`src/rtl/condition_unit_pkg.sv`:
```
// Shared definitions for the execute-stage condition logic.
// Contents:
//   OPC_COND        opcode of the conditional instruction class
//   cond_e          condition select encoding for the conditional class
//   FLAG_N..FLAG_V  bit positions of N, Z, C, V inside a {N,Z,C,V} flag vector
package condition_unit_pkg;

  localparam logic [2:0] OPC_COND = 3'b011;

  typedef enum logic [1:0] {
    EQ = 2'b00,
    NE = 2'b01,
    GE = 2'b10,
    LT = 2'b11
  } cond_e;

  localparam int unsigned FLAG_N = 3;
  localparam int unsigned FLAG_Z = 2;
  localparam int unsigned FLAG_C = 1;
  localparam int unsigned FLAG_V = 0;

endpackage

```
`src/rtl/condition_unit_if.sv`:
```
// Execute-stage control bundle seen by the condition unit.
// Signals:
//   PCSrcE, RegWriteE, MemWriteE, BranchE  execute-stage control requests
//   FlagWriteE[1:0]   flag-write enables ([1] = N,Z ; [0] = C,V)
//   Opcode[2:0]       instruction class
//   S[1:0]            condition select for the conditional class
//   FlagsE[3:0]       flags tested by this instruction {N,Z,C,V}
//   ALUFlags[3:0]     new flags produced by the ALU {N,Z,C,V}
//   ALUFlagsD[3:0]    stored flag register, returned to decode
//   BranchTakenE      branch taken
//   PCSrcM, RegWriteM, MemWriteM  gated controls toward the memory stage
// Modports: master drives the requests (pipeline side), slave is the unit.
interface condition_unit_if;

  logic       PCSrcE;
  logic       RegWriteE;
  logic       MemWriteE;
  logic       BranchE;
  logic [1:0] FlagWriteE;
  logic [2:0] Opcode;
  logic [1:0] S;
  logic [3:0] FlagsE;
  logic [3:0] ALUFlags;

  logic [3:0] ALUFlagsD;
  logic       BranchTakenE;
  logic       PCSrcM;
  logic       RegWriteM;
  logic       MemWriteM;

  modport master (
    output PCSrcE, RegWriteE, MemWriteE, BranchE, FlagWriteE,
           Opcode, S, FlagsE, ALUFlags,
    input  ALUFlagsD, BranchTakenE, PCSrcM, RegWriteM, MemWriteM
  );

  modport slave (
    input  PCSrcE, RegWriteE, MemWriteE, BranchE, FlagWriteE,
           Opcode, S, FlagsE, ALUFlags,
    output ALUFlagsD, BranchTakenE, PCSrcM, RegWriteM, MemWriteM
  );

endinterface

```
`src/rtl/condition_unit_check.sv`:
```
// condition_check: decides whether the current instruction executes.
// Ports:
//   i_opcode[2:0]  instruction class; only OPC_COND is conditional
//   i_s[1:0]       condition select (cond_e)
//   i_flags[3:0]   flags seen by this instruction {N,Z,C,V}
//   o_cond_ex      1 = instruction executes
// Purely combinational.
module condition_check
  import condition_unit_pkg::*;
(
  input  logic [2:0] i_opcode,
  input  logic [1:0] i_s,
  input  logic [3:0] i_flags,
  output logic       o_cond_ex
);

  always_comb begin
    // NOTE: default assignment first so no path through the block leaves
    // o_cond_ex unassigned, which would infer a latch.
    o_cond_ex = 1'b1;
    if (i_opcode == OPC_COND) begin
      case (cond_e'(i_s))
        EQ:      o_cond_ex =  i_flags[FLAG_Z];
        NE:      o_cond_ex = ~i_flags[FLAG_Z];
        GE:      o_cond_ex = (i_flags[FLAG_N] == i_flags[FLAG_V]);
        LT:      o_cond_ex = (i_flags[FLAG_N] != i_flags[FLAG_V]);
        default: o_cond_ex = 1'b1;
      endcase
    end
  end

endmodule

```
`src/rtl/condition_unit.sv`:
```
// condition_unit: execute-stage condition logic of the SIMD/AES pipeline.
// Ports:
//   clk   system clock, rising edge
//   rst   asynchronous active-low clear of the flag register
//   bus   condition_unit_if.slave (control requests in, gated controls
//         and stored flags out)
// The gated controls are combinational and do not depend on rst; only the
// NZCV flag register is clocked.
module condition_unit
  import condition_unit_pkg::*;
(
  input  logic                  clk,
  input  logic                  rst,
  condition_unit_if.slave       bus
);

  logic       w_cond_ex;
  logic [3:0] r_flags;

  condition_check u_condition_check (
    .i_opcode  (bus.Opcode),
    .i_s       (bus.S),
    .i_flags   (bus.FlagsE),
    .o_cond_ex (w_cond_ex)
  );

  assign bus.PCSrcM       = bus.PCSrcE    & w_cond_ex;
  assign bus.RegWriteM    = bus.RegWriteE & w_cond_ex;
  assign bus.MemWriteM    = bus.MemWriteE & w_cond_ex;
  // Conditional-class instructions are branches in their own right.
  assign bus.BranchTakenE = (bus.BranchE | (bus.Opcode == OPC_COND)) & w_cond_ex;

  // Two independently enabled halves: {N,Z} and {C,V}. The async clear wins
  // over any write presented in the same cycle.
  always_ff @(posedge clk or negedge rst) begin
    if (!rst) begin
      r_flags <= 4'b0000;
    end else begin
      // NOTE: non-blocking assignments for all clocked state so every
      // register samples the pre-edge values regardless of statement order.
      if (bus.FlagWriteE[1] & w_cond_ex)
        r_flags[FLAG_N:FLAG_Z] <= bus.ALUFlags[FLAG_N:FLAG_Z];
      if (bus.FlagWriteE[0] & w_cond_ex)
        r_flags[FLAG_C:FLAG_V] <= bus.ALUFlags[FLAG_C:FLAG_V];
    end
  end

  assign bus.ALUFlagsD = r_flags;

endmodule

```
`src/flat_wrapper.sv`:
```
// flat-port wrapper written by rule: the top's interface ports become plain ports
module condition_unit_flat import condition_unit_pkg::*;
  (clk, rst, bus_PCSrcE, bus_RegWriteE, bus_MemWriteE, bus_BranchE, bus_FlagWriteE, bus_Opcode, bus_S, bus_FlagsE, bus_ALUFlags, bus_ALUFlagsD, bus_BranchTakenE, bus_PCSrcM, bus_RegWriteM, bus_MemWriteM);
  condition_unit_if bus_i ();
  input  logic clk;
  input  logic rst;
  input wire logic [$bits(bus_i.PCSrcE)-1:0] bus_PCSrcE;
  input wire logic [$bits(bus_i.RegWriteE)-1:0] bus_RegWriteE;
  input wire logic [$bits(bus_i.MemWriteE)-1:0] bus_MemWriteE;
  input wire logic [$bits(bus_i.BranchE)-1:0] bus_BranchE;
  input wire logic [$bits(bus_i.FlagWriteE)-1:0] bus_FlagWriteE;
  input wire logic [$bits(bus_i.Opcode)-1:0] bus_Opcode;
  input wire logic [$bits(bus_i.S)-1:0] bus_S;
  input wire logic [$bits(bus_i.FlagsE)-1:0] bus_FlagsE;
  input wire logic [$bits(bus_i.ALUFlags)-1:0] bus_ALUFlags;
  output wire logic [$bits(bus_i.ALUFlagsD)-1:0] bus_ALUFlagsD;
  output wire logic [$bits(bus_i.BranchTakenE)-1:0] bus_BranchTakenE;
  output wire logic [$bits(bus_i.PCSrcM)-1:0] bus_PCSrcM;
  output wire logic [$bits(bus_i.RegWriteM)-1:0] bus_RegWriteM;
  output wire logic [$bits(bus_i.MemWriteM)-1:0] bus_MemWriteM;
  assign bus_i.PCSrcE = bus_PCSrcE;
  assign bus_i.RegWriteE = bus_RegWriteE;
  assign bus_i.MemWriteE = bus_MemWriteE;
  assign bus_i.BranchE = bus_BranchE;
  assign bus_i.FlagWriteE = bus_FlagWriteE;
  assign bus_i.Opcode = bus_Opcode;
  assign bus_i.S = bus_S;
  assign bus_i.FlagsE = bus_FlagsE;
  assign bus_i.ALUFlags = bus_ALUFlags;
  assign bus_ALUFlagsD = bus_i.ALUFlagsD;
  assign bus_BranchTakenE = bus_i.BranchTakenE;
  assign bus_PCSrcM = bus_i.PCSrcM;
  assign bus_RegWriteM = bus_i.RegWriteM;
  assign bus_MemWriteM = bus_i.MemWriteM;
  condition_unit u_core (.clk(clk), .rst(rst), .bus(bus_i));
endmodule
```
`config.mk`:
```
export PLATFORM = sky130hd
export DESIGN_NAME = condition_unit_flat
export DESIGN_NICKNAME = d
export VERILOG_FILES = /design/src/rtl/condition_unit_pkg.sv /design/src/rtl/condition_unit_if.sv /design/src/rtl/condition_unit_check.sv /design/src/rtl/condition_unit.sv /design/src/flat_wrapper.sv
export SDC_FILE = /design/constraint.sdc
export NUM_CORES = 1
export LEC_CHECK = 0
export BUFFER_PORTS_ARGS = -buffer_cell sky130_fd_sc_hd__buf_4
export CORE_AREA = 5 5 42 44
export DETAILED_ROUTE_END_ITERATION = 8
export DIE_AREA = 0 0 47 49
export GPL_ROUTABILITY_DRIVEN = 0
export SLEW_MARGIN = 25
export SYNTH_ARGS = -nofsm -noshare
export SYNTH_HDL_FRONTEND = slang
export SYNTH_SLANG_ARGS = --single-unit
```
`constraint.sdc`:
```
create_clock -name clk -period 1.1 [get_ports clk]
set_input_delay 0 -clock clk [delete_from_list [all_inputs] [get_ports clk]]
set_output_delay 0 -clock clk [all_outputs]
set_load 0.01 [all_outputs]
```
[Word-level counts from Yosys, hierarchy flattened]
Cells that the tools add are included.
Widths: inputs -> output; s select.
Operators by class
  reductions and logical operators: 1
  multiplexer cells: 2
  eq/ne operators: 6
  bitwise logic cells: 8
Operators by type and width (count)
  $and 1x1->1: 6
  $eq 2x2->1 const B: 2
  $pmux 1 s4: 1
  $eq 3x2->1 const B: 1
  $eq 2x1->1 const B: 1
  $logic_not 2->1: 1
  $eq 1x1->1: 1
  $mux 1: 1
  $ne 1x1->1: 1
  $not 1->1: 1
  $or 1x1->1: 1
Storage, ports and cells
  output and inout bits: 8
  register bits after elaboration: 4
  logic and storage cells: 19
  input bits: 21

[Depth between registers and ports, before layout]
Gate-level depths: netlist (run 1).
  depth after elaboration: 4
  gate-level depth with buffers: 4
  depth with buffers taken out: 4

[Hierarchy]
A second synthesis (run 1) with hierarchy kept.
Unflattened totals
  cells, all modules: 22
  area, all modules: 236.5 µm²
By module, submodules not included
  condition_unit: cells each 16, area each 191.4 µm², sequential area each 100.1 µm², times used 1
  condition_check: cells each 6, area each 45.0 µm², sequential area each 0.0 µm², times used 1

[Worst setup path before layout (run 1)]
No wires, ideal clock.
  path type: input port to flip-flop
  from: input port bus_FlagsE[0]
  to: register u_core.r_flags[0], in the netlist u_core.bus.ALUFlagsD[0]
  slack: 7 ps
  stages on the path: 4
  required time: 972 ps
  path buffers: 0
  library setup time: 128 ps
  arrival: 966 ps
  path through: xnor2_1 -> a2111oi_4 -> nor3_2 -> mux2_1
On the way
  cells in the longest elaborated chain, start to end: 4
  elaborated cells between the ends (all ways): 5
  those cells by class: eq/ne: 2; mux: 2; bitwise: 1
Ends and longest elaborated chain
  start: declaration: RTL line flat_wrapper.sv:14  | input wire logic [$bits(bus_i.FlagsE)-1:0] bus_FlagsE;
  $ne 1x1->1 / $eq 1x1->1 (equally long branches): RTL line condition_unit_check.sv:26, condition_unit_check.sv:25
  $pmux 1 s4 *: RTL line condition_unit_check.sv:22  | case (cond_e'(i_s))
  $mux 1 *: RTL line condition_unit_check.sv:21  | if (i_opcode == OPC_COND) begin
  $and 1x1->1 *: RTL line condition_unit.sv:43  | if (bus.FlagWriteE[0] & w_cond_ex)
  end signal: indexed assignment: RTL line condition_unit.sv:42  | r_flags[FLAG_N:FLAG_Z] <= bus.ALUFlags[FLAG_N:FLAG_Z];
  end signal: indexed assignment: RTL line condition_unit.sv:44  | r_flags[FLAG_C:FLAG_V] <= bus.ALUFlags[FLAG_C:FLAG_V];
  end: declaration: RTL line condition_unit.sv:18  | logic [3:0] r_flags;
Every way passes the cells marked *; elsewhere a longest branch is shown, timed or not.
A chain may end at the register's enable or synchronous reset.

[Final worst setup path (run 1)]
Ends and elaborated chain as after synthesis.

==> run_results.csv, run 1 <==
group,metric,value,unit
power,p_leak,0.3130,nW
logic_synthesis,synthesis.area,309.0,um2
flow_run,max_cap_violation_count,0,
logic_synthesis,synth_sequential_area_ratio,32.39,%
routing,number_of_design_rule_violations_left_after_detail_routing,0,
routing,wl_met1,361,um
setup_path,path_buf_inv,1,
timing,min_period_over_period,92.72,%
timing,finalWorstPathRequiredPeriod,1.020,ns
routing,vias_per_cell,4.538,
setup_path,worst_r2r_path_depth,1,
layout,drive_gt1_share,65.63,%
routing,dr.pass1.iters,4,
place,post-dp-hpwl,773.6,um
layout,seqCellArea,100.1,um2
global_route,first_global_vias,404,
timing,timing.clock.skew,0,ns
clock_network,clock_sinks,4,
place,portBuffers,27,
die,floorplan.initialDensity,22.05,%
routing,route.top_layer_used,"met3",
die,core_area,0.001401,mm2
timing,timing.fmax,980.5,MHz
clock_network,post-cts-setup-buffer-count,0,
routing,route.final.wire_length,914,um
routing,drt-wirelength-per-cell,11.43,um
setup_path,cp_num_cells,5,
die,die_w,47,um
setup_path,critPathLaunchType,"primary input",
setup_path,timing.critical_path.fanout_max,3,
layout,layout.cells.most_common,"sky130_fd_sc_hd__buf_4",
logic_synthesis,syn_avg_cell_area,11.89,um2
setup_path,cp_top_family,"compound AO/OA/AOI/OAI gates",
logic_synthesis,yosys_warnings,0,
layout,finish.instance_area,648.1,um2
setup_path,critical_path_arrival,1.13,ns
die,fp.dieH,49,um
clock_network,clkTransAtPathRegs,0.04,ns
setup_path,crit_path_cell_trace,"buf_4 -> xnor2_2 -> a2111oi_4 -> nor3_2 -> mux2_1",
logic_synthesis,synth_nets,47,
clock_network,cts_tree,"yes",
power,power_density,880.4,mW/mm2
die,io-pin-count,29,
routing,routed-wl-met3,103,um
die,floorplan.rows,14,
logic_synthesis,yosysUniqueCellTypes,15,
layout,layout.cells.most_common_list,"30 x sky130_fd_sc_hd__buf_4, 5 x sky130_fd_sc_hd__dlygate4sd3_1, 4 x sky130_fd_sc_hd__mux2_1, 4 x sky130_fd_sc_hd__dfrtp_1",
setup_path,crit_path_class,"in2reg",
die,die-area,0.002303,mm2
global_route,grt.overflow.total,0,
timing,worst_hold_slack,0.09813,ns
layout,final_cells,80,
clock_network,max-clock-path-buffers,2,
setup_path,critical_path.max_stage_delay,0.42,ns
place,postPlaceCellArea,554.3,um2
layout,antenna-diode-count,0,
timing,slew-limit-headroom,78.36,%
global_route,antenna_violations_before_repair,0,
layout,area_overhead_of_the_layout_relative_to_synthesis,109.7,%
global_route,grt_pass1_wl,1524,um
timing,max_slew.worst_pin.slew,0.3246,ns
routing,drt.antenna.violating_nets,0,
layout,num-nets-final,87,
layout,largest_register_ffs,4,
setup_path,critPathRequiredTime,1.21,ns
timing,maxSlewViolCount,0,
routing,routed-wl-met2,449,um
layout,final_core_utilization,46.25,%
timing,finalHoldViolations,0,
clock_network,cts.htree.levels,1,
run_status,run_status,"complete, no violations",
clock_network,clockRootBuffer,"sky130_fd_sc_hd__clkbuf_4",
power,worst_voltage_drop_across_the_vdd_grid,0.0005306,V
setup_path,end_kind,"flop",
layout,final.fill_count,159,
timing,setup-violations-final,0,
routing,drt-initial-drc-count,4,
place,placed_cells_incl_taps,72,
routing,vias,363,
logic_synthesis,syn_inst,26,
logic_synthesis,ys_ff_latch,4,
timing,grt_setup_unrepaired,"false",
layout,multiInputGateArea,230.2,um2
clock_network,clk_latency,0.23,ns
min_path,hold_removal_path_class,"in2async",
global_route,grt.total_usage,9.187,%
setup_path,critical-path-slowest-cell,"sky130_fd_sc_hd__a2111oi_4",
clock_network,cts_buffers,3,
global_route,grt_max_degree,6,
## metal layers
layer  up-vias  track usage (%)
met5         -                0
met4         0            2.765
met3         0            5.904
met2        18            14.25
met1       170            10.00
li1        175                -
## cell families after synthesis
| family | after synthesis | share of synthesized area [%] |
|---|---|---|
| mux | 4 | 14.57 |
| xor+xnor | 2 | 5.669 |
| compound gates | 8 | 22.67 |
| flops | 4 | 32.39 |
| simple gates | 8 | 24.70 |
## cells in the mapped netlist (all sizes together)
library cell / instances / area, um2
xnor2: 1 / 8.760
xor2: 1 / 8.760
a21oi: 1 / 5.000
a21boi: 3 / 22.52
and4: 1 / 10.01
nor2b: 1 / 6.260
o21ai: 3 / 15.01
nand2: 1 / 3.750
dfrtp: 4 / 100.1
nor3: 2 / 20.02
and3b: 1 / 8.760
nand3b: 2 / 27.53
mux2: 4 / 45.04
a2111oi: 1 / 27.53
## power breakdown
group | leakage (nW) | internal [mW] | switching, mW
clock network | 0.0138 | 0.122 | 0.0599
registers | 0.0467 | 0.166 | 0.00881
logic | 0.252 | 0.130 | 0.0839
## repair_timing
item / 4_1_cts / 5_1_grt
hold buffers: 5 / 0
endpoints found under the hold margin: 8 / 0
resized for setup: 1 / 4
cloned: 0 / 0
setup endpoints to repair: 4 / 4
## cell type report
type	instances	share of cell area, %
multi-input cells	22	35.52
repair buffers	35	42.47
clock buffers	3	3.475
flip-flops and latches	4	15.44
well taps	16	3.089
## path summary, 6_finish.rpt
path	endpoint	startpoint	slack, ns
hold reg to reg	u_core.bus.ALUFlagsD[3]$_DFFE_PN0P_	u_core.bus.ALUFlagsD[3]$_DFFE_PN0P_	0.48
setup / recovery	u_core.bus.ALUFlagsD[0]$_DFFE_PN0P_	bus_FlagsE[0]	0.08
min in group clk	u_core.bus.ALUFlagsD[3]$_DFFE_PN0P_	bus_FlagWriteE[1]	0.24
setup reg to reg	u_core.bus.ALUFlagsD[2]$_DFFE_PN0P_	u_core.bus.ALUFlagsD[2]$_DFFE_PN0P_	0.33
max in group asynchronous	u_core.bus.ALUFlagsD[2]$_DFFE_PN0P_	rst	0.90
hold / removal	u_core.bus.ALUFlagsD[1]$_DFFE_PN0P_	rst	0.1
## per-stage QoR
| stage | setup slack (ns) | setup TNS [ns] | total power [mW] |
|---|---|---|---|
| floorplan | 0.006910 | 0 | 0.2460 |
| global placement | -0.2193 | -0.7694 | 0.3650 |
| detailed placement | -0.2301 | -0.9181 | 0.3675 |
| CTS | 0.06176 | 0 | 0.5799 |
| global route | 0.01786 | 0 | 0.6160 |
| finish | 0.08008 | 0 | 0.5706 |
Power figures use the tool's default switching activity.
==> inputs of run 2 (changes only) <==
--- a/config.mk
+++ b/config.mk
@@ -13,4 +13,5 @@
 export SLEW_MARGIN = 25
 export SYNTH_ARGS = -nofsm -noshare
 export SYNTH_HDL_FRONTEND = slang
+export SYNTH_HIERARCHICAL = 1
 export SYNTH_SLANG_ARGS = --single-unit
==> run 2 against run 1 <==
Critical path depth up 2; synthesized cell count down 15%; combinational power down 6%; routed wire length down 13%; non-clock buffer count down 1; largest power group unchanged; setup slack worse by 0.061 ns; via count down 17%; utilization down 4.1 points; first-iteration DRC count down 100%; cell count down 6.3%.
==> run_results.csv, run 2 <==
group,metric,value,unit
run_status,run_status,"complete, no violations",
clock_network,cts.htree.levels,1,
setup_path,crit_path_cell_trace,"buf_6 -> xnor2_2 -> mux2i_1 -> mux2i_2 -> buf_4 -> nand2_1 -> mux2_1",
setup_path,critPathRequiredTime,1.21,ns
timing,final.setup.tns,0,ns
clock_network,cts_tree,"yes",
clock_network,clockRootBuffer,"sky130_fd_sc_hd__clkbuf_4",
layout,seqCellArea,100.1,um2
setup_path,end_kind,"flop",
global_route,antenna_violations_before_repair,0,
layout,multiInputGateArea,157.7,um2
clock_network,max-clock-path-buffers,2,
timing,grt_setup_unrepaired,"true",
power,p_sw_share,23.20,%
logic_synthesis,yosys_warnings,6,
timing,finalHoldViolations,0,
timing,setup-violations-final,0,
logic_synthesis,yosysUniqueCellTypes,9,
place,portBuffers,27,
global_route,grt_max_degree,6,
logic_synthesis,muxShareOfSynthArea,27.51,%
setup_path,critical_path_arrival,1.19,ns
die,floorplan.initialDensity,16.88,%
power,p_sw,0.1283,mW
power,share_comb_of_total_power,36.5,%
logic_synthesis,yosys.area.top_type_share,42.33,%
setup_path,reg2reg_slack,0.31,ns
setup_path,crit_path_class,"in2reg",
die,core_area,0.001401,mm2
die,die-area,0.002303,mm2
power,worst_voltage_drop_across_the_vdd_grid,0.0005892,V
setup_path,critical_path.max_stage_delay,0.32,ns
power,power_density,936.9,mW/mm2
clock_network,clkTransAtPathRegs,0.04,ns
routing,drt.antenna.violating_nets,0,
power,p_leak,0.2979,nW
place,placed_cells_incl_taps,66,
logic_synthesis,synth.top_cells.by_area,"sky130_fd_sc_hd__dfrtp_1 42%, sky130_fd_sc_hd__mux2_1 19%, sky130_fd_sc_hd__and2_2 9.5%",
layout,largest_register_ffs,4,
logic_synthesis,synth.top_cells.by_count,"5 x sky130_fd_sc_hd__nand2_1, 4 x sky130_fd_sc_hd__dfrtp_1, 4 x sky130_fd_sc_hd__mux2_1",
layout,layout.cells.most_common,"sky130_fd_sc_hd__buf_4",
layout,finish.instance_area,590.6,um2
setup_path,critical-path-slowest-cell,"sky130_fd_sc_hd__mux2_1",
layout,drive_gt1_share,67.80,%
die,die_w,47,um
routing,dr.pass1.iters,1,
layout,antenna-diode-count,0,
layout,num-nets-final,82,
logic_synthesis,netlist.top_cell.by_area,"sky130_fd_sc_hd__dfrtp_1",
routing,wl_met1,253,um
global_route,grt.total_usage,7.633,%
logic_synthesis,yosysMostFrequentCell,"sky130_fd_sc_hd__nand2_1",
routing,drt-initial-drc-count,0,
global_route,grt.overflow.total,0,
logic_synthesis,post_synth_fa_ha_maj_area_fraction,0,%
logic_synthesis,syn_avg_cell_area,10.75,um2
timing,maxSlewViolCount,0,
timing,final_critical_path_setup_slack,0.01873,ns
routing,routed-wl-met3,131,um
timing,slew-limit-headroom,86.53,%
place,dp_slack,-0.2164,ns
die,io-pin-count,29,
min_path,hold_removal_path_class,"in2async",
clock_network,clock_sinks,4,
timing,worst_hold_slack,0.1046,ns
power,p_seq_share,31.6,%
routing,route.final.wire_length,794,um
layout,final.fill_count,140,
logic_synthesis,synth_edf_count,0,
logic_synthesis,synth_nets,43,
setup_path,cp_top_family,"multiplexers",
flow_run,max_cap_violation_count,0,
timing,max_slew.worst_pin.slew,0.1964,ns
global_route,grt_pass1_wl,1255,um
timing,min_period_over_period,98.30,%
logic_synthesis,synth_async_reset_ratio,100.0,%
logic_synthesis,syn_inst,22,
die,fp.dieH,49,um
setup_path,regToRegEndpoint,"u_core/bus.ALUFlagsD[2]$_DFFE_PN0P_",
logic_synthesis,post_synth_and_or_nand_nor_area_fraction,26.46,%
timing,timing.clock.skew,0,ns
routing,routed-wl-met2,397,um
setup_path,worst_r2r_path_depth,1,
setup_path,worst_r2r_startpoint,"u_core/bus.ALUFlagsD[2]$_DFFE_PN0P_",
layout,area_overhead_of_the_layout_relative_to_synthesis,149.7,%
logic_synthesis,xor_xnor_share_of_the_synthesized_area,3.704,%
routing,route.top_layer_used,"met4",
timing,timing.fmax,924.8,MHz
logic_synthesis,synthesis.area,236.5,um2
global_route,first_global_vias,331,
routing,drt-wirelength-per-cell,10.59,um
layout,final_core_utilization,42.14,%
clock_network,clk_latency,0.23,ns
logic_synthesis,synth_sequential_area_ratio,42.33,%
setup_path,path_buf_inv,2,
power,overall_power_of_the_completed_layout,0.5533,mW
setup_path,timing.critical_path.fanout_max,2,
power,power.clock.fraction,31.9,%
routing,number_of_design_rule_violations_left_after_detail_routing,0,
layout,final_cells,75,
logic_synthesis,ys_ff_latch,4,
logic_synthesis,largest_family_of_logic_cells_by_synthesized_area,"multiplexers",
timing,finalWorstPathRequiredPeriod,1.081,ns
logic_synthesis,synth_compound_gate_area_share,0,%
routing,vias_per_cell,4.027,
die,floorplan.rows,14,
clock_network,cts_buffers,3,
routing,vias,302,
power,p_int,0.4250,mW
place,postPlaceCellArea,470.5,um2
layout,layout.cells.most_common_list,"23 x sky130_fd_sc_hd__buf_4, 6 x sky130_fd_sc_hd__buf_6, 5 x sky130_fd_sc_hd__dlygate4sd3_1",
logic_synthesis,synth_ff_type,"sky130_fd_sc_hd__dfrtp_1",
setup_path,critPathLaunchType,"primary input",
==> run 2: power groups by stage <==
| stage | combinational, mW | sequential, mW | clock, mW |
|---|---|---|---|
| floorplan | 0.0486 | 0.185 | 0 |
| global placement | 0.163 | 0.176 | 0 |
| detailed placement | 0.165 | 0.176 | 0 |
| CTS | 0.193 | 0.175 | 0.185 |
| global route | 0.219 | 0.178 | 0.197 |
| finish | 0.202 | 0.175 | 0.176 |
==> run 2: logic make-up after synthesis <==
group                     after synthesis
muxes                                   6
and+or+nand+nor                        11
DFF                                     4
xor gates and xnor gates                1
==> run 2: worst max path at each step <==
| stage | slack [ns] | cells past startpoint | start | end |
|---|---|---|---|---|
| 3_5_place_dp | -0.22 | 6 | bus_FlagsE[0] | u_core/bus.ALUFlagsD[1]$_DFFE_PN0P_ |
| 3_3_place_gp | -0.19 | 6 | bus_FlagsE[0] | u_core/bus.ALUFlagsD[0]$_DFFE_PN0P_ |
| 5_1_grt | -0.05 | 8 | bus_FlagsE[3] | bus_BranchTakenE |
| 6_report | 0.02 | 7 | bus_FlagsE[3] | u_core/bus.ALUFlagsD[3]$_DFFE_PN0P_ |
| 4_1_cts | -0.03 | 8 | bus_FlagsE[3] | bus_BranchTakenE |
| 2_1_floorplan | -0.06 | 5 | bus_FlagsE[3] | u_core/bus.ALUFlagsD[0]$_DFFE_PN0P_ |
==> run 2: repair_timing <==
item                                    4_1_cts  5_1_grt
hold buffers                                  5        0
gates resized for setup                       7        3
setup buffers                                 0        1
pin swaps                                     3        1
hold endpoints to repair                      8        0
endpoints found under the setup margin        4        6
==> run 2: area by class of cell <==
type | count | share of cell area (%)
Clock buffer | 3 | 3.814
Multi-Input combinational cell | 18 | 26.69
Sequential cell | 4 | 16.95
Tap cell | 16 | 3.390
Timing Repair Buffer | 34 | 49.15
==> run 2: per-layer routing <==
| metal | vias up | GRT usage, % |
|---|---|---|
| li1 | 151 | - |
| met1 | 129 | 6.444 |
| met2 | 20 | 12.67 |
| met3 | 2 | 4.059 |
| met4 | 0 | 5.530 |
| met5 | - | 0 |
